$ cat src/rtl/corr_pkg.sv
// Shared types and constants for the correlator window sequencer and its LFSR.
package corr_pkg;

    typedef enum logic {
        IDLE = 1'b0,
        RUN  = 1'b1
    } state_t;

    localparam logic [15:0] LFSR_SEED = 16'hACE1;
    localparam logic [15:0] LFSR_TAPS = 16'hB400;

    // Two spare bits so 2^P plus the widest jitter can never wrap the counter.
    function automatic int period_cnt_width(input int period_exp, input int jitter_exp);
        return ((period_exp > jitter_exp) ? period_exp : jitter_exp) + 2;
    endfunction

    function automatic int sample_cnt_width(input int window_exp);
        return window_exp + 1;
    endfunction

endpackage

$ cat src/rtl/corr_lfsr16.sv
// 16-bit Galois LFSR that supplies the strobe jitter; steps once per emitted strobe.
module corr_lfsr16
    import corr_pkg::*;
(
    input  logic        i_clk,
    input  logic        i_rst,
    input  logic        i_cg,
    input  logic        i_step,
    output logic [15:0] o_state
);

    always_ff @(posedge i_clk) begin
        if (i_rst) begin
            o_state <= LFSR_SEED;
        end else if (i_cg && i_step) begin
            o_state <= (o_state >> 1) ^ (o_state[0] ? LFSR_TAPS : 16'h0000);
        end
    end

endmodule

$ cat src/rtl/corr_window_sequencer.sv
// Sample sequencer for one correlator engine: jittered strobes grouped into
// 2^W-sample windows, with a valid/ready completed-window flag and sticky overrun.
module corr_window_sequencer
    import corr_pkg::*;
#(
    parameter int MAX_WINDOW_LENGTH_EXP = 16,
    parameter int MAX_SAMPLE_PERIOD_EXP = 15,
    parameter int MAX_SAMPLE_JITTER_EXP = 8
) (
    input  logic                                         i_clk,
    input  logic                                         i_rst,
    input  logic                                         i_cg,
    input  logic                                         i_enable,
    input  logic [$clog2(MAX_WINDOW_LENGTH_EXP+1)-1:0]   i_windowLengthExp,
    input  logic [$clog2(MAX_SAMPLE_PERIOD_EXP+1)-1:0]   i_samplePeriodExp,
    input  logic [$clog2(MAX_SAMPLE_JITTER_EXP+1)-1:0]   i_sampleJitterExp,
    input  logic                                         i_resultReady,
    output logic                                         o_sampleStrobe,
    output logic                                         o_windowStart,
    output logic                                         o_windowEnd,
    output logic                                         o_resultValid,
    output logic                                         o_overrun,
    output logic                                         o_busy
);

    localparam int WE_W     = $clog2(MAX_WINDOW_LENGTH_EXP + 1);
    localparam int PE_W     = $clog2(MAX_SAMPLE_PERIOD_EXP + 1);
    localparam int JE_W     = $clog2(MAX_SAMPLE_JITTER_EXP + 1);
    localparam int PERIOD_W = period_cnt_width(MAX_SAMPLE_PERIOD_EXP, MAX_SAMPLE_JITTER_EXP);
    localparam int SAMPLE_W = sample_cnt_width(MAX_WINDOW_LENGTH_EXP);

    state_t              state, state_next;
    logic [PERIOD_W-1:0] period_cnt, period_next;
    logic [SAMPLE_W-1:0] sample_cnt, sample_next, sample_inc;
    logic [WE_W-1:0]     w_cfg, w_lat, w_eff;
    logic [PE_W-1:0]     p_cfg, p_lat, p_eff;
    logic [JE_W-1:0]     j_cfg, j_lat, j_eff;
    logic [15:0]         lfsr, jitter_mask;
    logic                strobe, win_start, win_end;
    logic                result_valid, overrun;

    corr_lfsr16 u_lfsr (
        .i_clk   (i_clk),
        .i_rst   (i_rst),
        .i_cg    (i_cg),
        .i_step  (strobe),
        .o_state (lfsr)
    );

    always_comb begin
        w_cfg = i_windowLengthExp;
        p_cfg = i_samplePeriodExp;
        j_cfg = i_sampleJitterExp;
        if (i_windowLengthExp > WE_W'(MAX_WINDOW_LENGTH_EXP)) w_cfg = WE_W'(MAX_WINDOW_LENGTH_EXP);
        if (i_samplePeriodExp > PE_W'(MAX_SAMPLE_PERIOD_EXP)) p_cfg = PE_W'(MAX_SAMPLE_PERIOD_EXP);
        if (i_sampleJitterExp > JE_W'(MAX_SAMPLE_JITTER_EXP)) j_cfg = JE_W'(MAX_SAMPLE_JITTER_EXP);
    end

    // The first strobe of a window uses the live configuration and latches it for the rest.
    always_comb begin
        state_next  = state;
        period_next = period_cnt;
        sample_next = sample_cnt;
        strobe      = 1'b0;
        win_start   = 1'b0;
        win_end     = 1'b0;
        w_eff       = w_lat;
        p_eff       = p_lat;
        j_eff       = j_lat;
        jitter_mask = '0;
        sample_inc  = sample_cnt + SAMPLE_W'(1);
        unique case (state)
            IDLE: begin
                if (i_enable) state_next = RUN;
            end
            RUN: begin
                if (period_cnt == '0) begin
                    strobe    = 1'b1;
                    win_start = (sample_cnt == '0);
                    if (win_start) begin
                        w_eff = w_cfg;
                        p_eff = p_cfg;
                        j_eff = j_cfg;
                    end
                    win_end     = (sample_inc == (SAMPLE_W'(1) << w_eff));
                    sample_next = win_end ? '0 : sample_inc;
                    jitter_mask = (16'd1 << j_eff) - 16'd1;
                    period_next = (PERIOD_W'(1) << p_eff) + PERIOD_W'(lfsr & jitter_mask) - PERIOD_W'(1);
                end else begin
                    period_next = period_cnt - PERIOD_W'(1);
                end
                // Abort: the current strobe still goes out, the partial window is dropped.
                if (!i_enable) begin
                    state_next  = IDLE;
                    period_next = '0;
                    sample_next = '0;
                end
            end
            default: state_next = IDLE;
        endcase
        if (!i_cg) begin
            strobe    = 1'b0;
            win_start = 1'b0;
            win_end   = 1'b0;
        end
    end

    always_ff @(posedge i_clk) begin
        if (i_rst) begin
            state <= IDLE;
        end else if (i_cg) begin
            state <= state_next;
        end
    end

    always_ff @(posedge i_clk) begin
        if (i_rst) begin
            period_cnt <= '0;
            sample_cnt <= '0;
            w_lat      <= '0;
            p_lat      <= '0;
            j_lat      <= '0;
        end else if (i_cg) begin
            period_cnt <= period_next;
            sample_cnt <= sample_next;
            if (win_start) begin
                w_lat <= w_eff;
                p_lat <= p_eff;
                j_lat <= j_eff;
            end
        end
    end

    // A new result arriving alongside an accept simply replaces the old one.
    always_ff @(posedge i_clk) begin
        if (i_rst) begin
            result_valid <= 1'b0;
            overrun      <= 1'b0;
        end else if (i_cg) begin
            if (win_end) begin
                result_valid <= 1'b1;
                if (result_valid && !i_resultReady) overrun <= 1'b1;
            end else if (result_valid && i_resultReady) begin
                result_valid <= 1'b0;
            end
            if (state == IDLE && state_next == RUN) overrun <= 1'b0;
        end
    end

    assign o_sampleStrobe = strobe;
    assign o_windowStart  = win_start;
    assign o_windowEnd    = win_end;
    assign o_resultValid  = result_valid;
    assign o_overrun      = overrun;
    assign o_busy         = (state == RUN);

endmodule

$ cat config.mk
export PLATFORM = sky130hd
export DESIGN_NAME = corr_window_sequencer
export DESIGN_NICKNAME = d
export VERILOG_FILES = /design/src/rtl/corr_pkg.sv /design/src/rtl/corr_lfsr16.sv /design/src/rtl/corr_window_sequencer.sv
export SDC_FILE = /design/constraint.sdc
export NUM_CORES = 1
export LEC_CHECK = 0
export BUFFER_PORTS_ARGS = -buffer_cell sky130_fd_sc_hd__buf_4
export CAP_MARGIN = 20
export CORE_UTILIZATION = 63
export CTS_CLUSTER_SIZE = 28
export DETAILED_ROUTE_END_ITERATION = 10
export PLACE_DENSITY = 0.78
export SKIP_CTS_REPAIR_TIMING = 1
export SYNTH_ARGS = -nofsm -noshare
export SYNTH_HDL_FRONTEND = slang
export SYNTH_SLANG_ARGS = --single-unit
$ cat constraint.sdc
create_clock -name i_clk -period 7.3 [get_ports i_clk]
set_clock_uncertainty 0.05 [all_clocks]
set_input_delay 0 -clock i_clk [delete_from_list [all_inputs] [get_ports i_clk]]
set_output_delay 0 -clock i_clk [all_outputs]
set_load 0.005 [all_outputs]
==> summary.txt, run 1 <==
Worst setup path
  – Worst path max stage delay: 0.74 ns
  – Slowest cell on crit path: o21ai_1
  – Most Frequent Cell on Critical Path: ha_1
  – Crit-path max FO: 25
  – Cell depth of the worst setup path: 21
  – Largest delay contributor family on the critical path: compound AO/OA/AOI/OAI gates
  – Reg2Reg Depth: 21
  – CP arrival: 6.32 ns
  – Crit start category: flip-flop
  – Req. time, crit path: 7.50 ns
  – WP buf/inv: 2
  – CP Cell Sequence: inv_1 > ha_1 > nor4b_4 > nand4_2 > o21ai_1 > nor2_1 > nand2_1 > ha_1 > nand2b_1 > ha_1 > inv_1 > ha_1 > fa_1 > a21o_1 > a21oi_1 > o21bai_1 > a2111o_1 > a41oi_1 > o21ai_0 > a2111o_1 > and3_1
  – CP Capture Type: flip-flop
  – Setup Crit Path Kind: reg -> reg

Synthesis
  – Mapped Area: 0.00573 sq mm
  – Main area contributors after synthesis: dfxtp_1, nand2_1, ha_1
  – Net Count, Synth: 817
  – Async S/R FF share, synth: 0
  – Cell count after synthesis: 763
  – Share of the synthesized area in the top cell type: 0.231
  – Synth area leader: dfxtp_1
  – Yosys warns: 0
  – Sequential-to-total area share from yosys stat: 0.231
  – Number of synthesized flops with an enable pin: 0
  – Syn Area/Cell: 7.51 sq um
  – Flops & latches, synth: 66
  – Distinct cells, synth: 82
  – Most frequent cell after synthesis: nand2_1
  – Most used DFF post-synth: dfxtp_1
  – Top cells by count, synth: nand2_1, dfxtp_1, a21oi_1, inv_1, nor2_1

Detailed routing
  – DRT Wirelength: 14500 um
  – Metal-1 WL: 6140 um
  – Post-route ant nets: 0
  – TritonRoute pass-1 iters: 5
  – Highest metal used: met4
  – DR WL met2: 7350 um
  – Vias: 5553
  – Routed vias/inst: 6.30
  – DR WL/cell: 16.5 um
  – Met3 routed WL: 544 um
  – Initial DRC count: 295
  – DRC: 0

Floorplanning
  – Core footprint: 0.00876 sq mm
  – Ports: 24
  – Chip Width: 97.4 um
  – Die area: 0.00948 sq mm
  – Initial Util: 0.654
  – Row cnt: 34
  – DIE HEIGHT: 97.4 um

Clock tree
  – CTS buffer count: 9
  – CTS Buffer Depth: 2
  – Max H-tree Level: 3
  – CTS tree: done
  – Worst-path clk slew: 0.08 ns
  – CTS Sinks: 66
  – Clock Root Buffer: clkbuf_8
  – Clk_lat worst skew: 0.35 ns

GRT
  – Vias in the first global route: 5156
  – Largest net degree at the start of global routing: 81
  – Total track usage: 0.299
  – First-pass GRT wire length: 23400 um
  – Initial antenna violation count: 0
  – Gr ovfl total: 0

Min path
  – Worst Hold Class: in -> reg
  – Hold-critical path depth: 3

STA
  – Final setup margin: 1.18 ns
  – Relative slew slack: 0.366
  – Final hold vios: 1
  – Min Hold Slack: -0.00195 ns
  – Worst-Margin Slew: 0.951 ns
  – Tmin final: 6.12 ns
  – Fmax achieved: 163 MHz
  – Setup_tns: 0 ns
  – Final setup vio count: 0
  – Unrepaired setup endpoints after global routing: no
  – Fin. max-slew vios: 0
  – Final Cycle Share: 0.839

Final layout
  – Final design utilization: 0.705
  – Final net count: 822
  – Fin cells: 881
  – Ant diodes: 0
  – Layout area overhead: 7.86%
  – Sequential Area: 0.00132 sq mm
  – Area of the multi-input gates: 0.00404 sq mm
  – FILL cells: 744
  – Post-route cell area: 0.00618 sq mm
  – Proportion of layout cells with a drive suffix above 1: 0.0931

Placement
  – DP HPWL: 10400 um
  – Placed inst area: 0.00585 sq mm
  – Global placement routability congestion: 0.956
  – Pre-CTS setup slack: 1.27 ns
  – Placed insts: 855
  – Port Buffers: 23

Status
  – Failing checks: negative hold slack
  – Status: complete, but fails checks

Pwr
  – Pwr Total: 1.05 mW
  – Maximum VDD drop: 0.0000937 V
  – Leakage: 2.59 nW
  – PD cells: 170 mW/mm^2

Run
  – Maxcap violations: 0
==> sequential cells by signal (all words and copies together) (netlist names) <==
name and flops:
j_lat 4, o_busy 1, o_overrun 1, o_resultValid 1
p_lat 4, period_cnt 17, sample_cnt 17, u_lfsr.o_state 16
w_lat 5
==> final cells by class <==
class,count,area share
multi-input combinational,611,0.654
inverter,46,0.0279
tap,108,0.0219
clock buffer,10,0.0223
clock inverter,6,0.0146
sequential,66,0.214
timing repair buffer,34,0.0454
==> worst reg2reg max path, cell delays in order (launching register included) <==
cell and delay [ns]:
dfxtp_1 0.36, inv_1 0.16, ha_1 0.19, nor4b_4 0.31
nand4_2 0.55, o21ai_1 0.74, nor2_1 0.16, nand2_1 0.14
ha_1 0.23, nand2b_1 0.14, ha_1 0.28, inv_1 0.05
ha_1 0.21, fa_1 0.41, a21o_1 0.18, a21oi_1 0.22
o21bai_1 0.12, a2111o_1 0.45, a41oi_1 0.35, o21ai_0 0.16
a2111o_1 0.38, and3_1 0.18
==> layer usage <==
layer  global-route usage  up-vias
li1                     -     2735
met1                0.366     2623
met2                0.509      151
met3               0.0460       44
met4                0.148        0
met5                    0        -
==> final timing paths <==
kind                 startpoint                  to  slack, ns
min reg2reg  u_lfsr.o_state[15]  u_lfsr.o_state[14]       0.41
max               sample_cnt[0]      period_cnt[15]       1.18
max reg2reg       sample_cnt[0]      period_cnt[15]       1.18
min                        i_cg       o_resultValid     -0.002
==> cell families after synthesis <==
| kind of cell | synth area share |
|---|---|
| and+or+nand+nor | 0.311 |
| buffers and inverters | 0.0638 |
| AOI/OAI and AO/OA | 0.207 |
| adders and majority gates | 0.0799 |
| xor gates and xnor gates | 0.0688 |
| other | 0.000655 |
| DFF | 0.231 |
| muxes | 0.0384 |
==> power breakdown <==
group	total (mW)	internal [mW]	switching (mW)
registers	0.382	0.370	0.0123
logic	0.307	0.119	0.188
clock network	0.362	0.202	0.160
==> layout by cell type, fill, tap and decap left out, types with 5 or more instances in the layout <==
master / netlist / final
nor2_1: 42 / 42
nand2b_1: 7 / 7
and4_1: 6 / 6
a21oi_1: 62 / 62
o221ai_1: 5 / 5
a21o_1: 11 / 11
buf_4: 1 / 24
a211oi_1: 6 / 6
a211o_1: 5 / 5
xor2_1: 21 / 21
o211ai_1: 15 / 15
inv_1: 44 / 44
o21ai_0: 13 / 13
clkbuf_8: 0 / 10
nand4_1: 6 / 6
nor2b_1: 9 / 9
mux2i_1: 13 / 13
nand2_1: 139 / 139
a41oi_1: 5 / 5
dlygate4sd3_1: 0 / 10
nand3b_1: 21 / 21
nor3_1: 28 / 28
dfxtp_1: 66 / 66
ha_1: 35 / 35
nand3_1: 19 / 19
xnor2_1: 24 / 24
and3_1: 6 / 6
and3b_1: 5 / 5
or3_1: 11 / 11
mux2_2: 8 / 8
(Power assumes the default switching activity.)
==> inputs of run 2 (changes only) <==
Settings changed: ABC_AREA set to 1, CORE_UTILIZATION 63 to 57, PLACE_DENSITY 0.78 to 0.74.
Clock period 7.3 ns to 5.45 ns, I/O delays scaled along.
==> summary.txt, run 2 <==
STA
  – Final Cycle Share: 0.938 (was 0.839)
  – Min Hold Slack: -0.00939 ns (was -0.00195 ns)
  – Final setup vio count: 0 (unchanged)
  – Fin. max-slew vios: 0 (unchanged)
  – Worst-Margin Slew: 0.766 ns (was 0.951 ns)
  – Fmax achieved: 196 MHz (was 163 MHz)
  – Tmin final: 5.11 ns (was 6.12 ns)
  – Final hold vios: 1 (unchanged)
  – Relative slew slack: 0.484 (was 0.366)

Synthesis
  – Distinct cells, synth: 53 (was 82)
  – Cell count after synthesis: 885 (was 763)
  – Mapped Area: 0.00579 sq mm (was 0.00573 sq mm)
  – Number of synthesized flops with an enable pin: 0 (unchanged)
  – Most frequent cell after synthesis: nand2_1 (unchanged)
  – Sequential-to-total area share from yosys stat: 0.228 (was 0.231)
  – Syn Area/Cell: 6.54 sq um (was 7.51 sq um)
  – Async S/R FF share, synth: 0 (unchanged)
  – Most used DFF post-synth: dfxtp_1 (unchanged)
  – Top cells by count, synth: nand2_1, inv_1, nor2_1, nand3_1, dfxtp_1 (was nand2_1, dfxtp_1, a21oi_1, inv_1, nor2_1)
  – Main area contributors after synthesis: dfxtp_1, nand2_1, ha_1 (unchanged)
  – Net Count, Synth: 939 (was 817)
  – Synth area leader: dfxtp_1 (unchanged)
  – Share of the synthesized area in the top cell type: 0.228 (was 0.231)
  – Flops & latches, synth: 66 (unchanged)
  – Yosys warns: 0 (unchanged)

Worst setup path
  – CP arrival: 5.33 ns (was 6.32 ns)
  – Req. time, crit path: 5.67 ns (was 7.50 ns)
  – CP Capture Type: flip-flop (unchanged)
  – Terminus of the critical flop-to-flop path: period_cnt[13] (was period_cnt[15])
  – Crit path capture: period_cnt[13] (was period_cnt[15])
  – Most Frequent Cell on Critical Path: ha_1 (unchanged)
  – Reg2Reg Depth: 28 (was 21)
  – Crit start category: flip-flop (unchanged)
  – Reg2Reg Setup Slack: 0.34 ns (was 1.18 ns)
  – Worst path max stage delay: 0.42 ns (was 0.74 ns)
  – Slowest cell on crit path: fa_1 (was o21ai_1)
  – Reg2reg start: sample_cnt[0] (unchanged)
  – Setup Crit Path Kind: reg -> reg (unchanged)
  – Crit path launch: sample_cnt[0] (unchanged)
  – Crit-path max FO: 15 (was 25)

Clock tree
  – CTS tree: done (unchanged)
  – Clock Root Buffer: clkbuf_8 (unchanged)
  – CTS Sinks: 66 (unchanged)
  – CTS Buffer Depth: 2 (unchanged)
  – CTS buffer count: 9 (unchanged)
  – Clk_lat worst skew: 0.34 ns (was 0.35 ns)
  – Worst-path clk slew: 0.08 ns (about the same)
  – Max H-tree Level: 3 (unchanged)

GRT
  – First-pass GRT wire length: 24100 um (was 23400 um)
  – Largest net degree at the start of global routing: 49 (was 81)
  – Vias in the first global route: 5170 (was 5156)
  – Initial antenna violation count: 0 (unchanged)
  – Gr ovfl total: 0 (unchanged)
  – Total track usage: 0.296 (was 0.299)

Floorplanning
  – Die area: 0.0106 sq mm (was 0.00948 sq mm)
  – Core footprint: 0.00982 sq mm (was 0.00876 sq mm)
  – Ports: 24 (unchanged)
  – Initial Util: 0.589 (was 0.654)
  – Chip Width: 103 um (was 97.4 um)
  – DIE HEIGHT: 103 um (was 97.4 um)
  – Row cnt: 36 (was 34)

Final layout
  – Proportion of layout cells with a drive suffix above 1: 0.155 (was 0.0931)
  – Ant diodes: 0 (unchanged)
  – Layout area overhead: 11.4% (was 7.86%)
  – Regs by FF count: period_cnt x17, sample_cnt x17, u_lfsr.o_state x16 (unchanged)
  – Most frequent cells in the layout: nand2_1, inv_1, nor2_1 (was nand2_1, dfxtp_1, a21oi_1)
  – Post-route cell area: 0.00644 sq mm (was 0.00618 sq mm)
  – Final net count: 972 (was 822)
  – Commonest non-fill, non-tap cell in the layout: nand2_1 (unchanged)

Pwr
  – Maximum VDD drop: 0.000146 V (was 0.0000937 V)
  – PD cells: 247 mW/mm^2 (was 170 mW/mm^2)
  – Leakage: 3.02 nW (was 2.59 nW)

Detailed routing
  – Initial DRC count: 432 (was 295)
  – DRC: 0 (unchanged)
  – Post-route ant nets: 0 (unchanged)
  – DRT Wirelength: 15800 um (was 14500 um)
  – Routed vias/inst: 5.54 (was 6.30)
  – TritonRoute pass-1 iters: 5 (unchanged)
  – DR WL/cell: 15.0 um (was 16.5 um)
  – Vias: 5851 (was 5553)

Min path
  – Worst Hold Class: in -> reg (unchanged)
  – Hold-critical path depth: 4 (was 3)
  – Hold path start: i_enable (was i_cg)

Placement
  – Global placement routability congestion: 0.959 (was 0.956)
  – Port Buffers: 23 (unchanged)
  – Placed inst area: 0.00601 sq mm (was 0.00585 sq mm)
  – DP HPWL: 12100 um (was 10400 um)

Status
  – Failing checks: negative hold slack (unchanged)
  – Status: complete, but fails checks (unchanged)

Run
  – Maxcap violations: 0 (unchanged)
==> run 2: area by class of cell <==
type / count / area (sq um)
clock buffers: 9 / 124
clock inverters: 7 / 98.8
fillers: 920 / 3380
inverters: 125 / 469
multi-input cells: 671 / 3890
flip-flops and latches: 66 / 1320
well taps: 133 / 166
repair buffers: 45 / 373
==> run 2: how the worst min path moves through the flow <==
stage and end:
6_report o_busy, 3_3_place_gp p_lat[1], 3_5_place_dp p_lat[3], 4_1_cts p_lat[3], 5_1_grt o_busy, 2_1_floorplan p_lat[0]
==> run 2: kinds of logic (layout without fill, tap and decap cells) <==
| kind of cell | after synthesis | in the layout | share of synthesized area |
|---|---|---|---|
| compound gates | 139 | 139 | 0.147 |
| xor+xnor | 37 | 37 | 0.0560 |
| fa+ha+maj | 36 | 36 | 0.0791 |
| buf+inv | 148 | 186 | 0.105 |
| flops | 66 | 66 | 0.228 |
| other cells | 1 | 1 | 0.000648 |
| simple gates | 458 | 458 | 0.384 |
==> run 2: per-layer routing <==
metal / track usage / wire [um] / vias up
met5: 0 / 0 / -
met4: 0.125 / 534 / 0
li1: - / - / 2952
met3: 0.0420 / 641 / 39
met1: 0.380 / 7170 / 2700
met2: 0.498 / 7460 / 160
==> run 2: metrics by stage <==
| step | utilization | cells | setup TNS (ns) | setup WS, ns | power [mW] |
|---|---|---|---|---|---|
| 6_report | 0.656 | 1056 | 0 | 0.337 | 1.59 |
| 5_1_grt | 0.656 | 1056 | -0.0450 | -0.0450 | 1.68 |
| 4_1_cts | 0.635 | 1037 | 0 | 0.0468 | 1.57 |
| 3_5_place_dp | 0.612 | 1021 | 0 | 0.0865 | 1.09 |
| 3_3_place_gp | 0.612 | 1021 | 0 | 0.392 | 1.08 |
| 2_1_floorplan | - | 885 | 0 | 0.712 | 0.947 |
==> run 2: report_power, final <==
part / internal (mW) / switching (mW) / leakage (nW)
clock network: 0.261 / 0.213 / 0.110
registers: 0.499 / 0.0156 / 0.534
logic: 0.211 / 0.393 / 2.37
total: 0.971 / 0.622 / 3.02
==> run 2: critical path: cells and delay by family, from the launching register on <==
family	cells	cell delay, ns
AO/OA/AOI/OAI	8	1.22
XOR/XNOR	1	0.17
adder cells (fa/ha/maj)	5	1.40
buffers and inverters	4	0.36
flip-flops	1	0.34
AND/OR/NAND/NOR	10	1.52
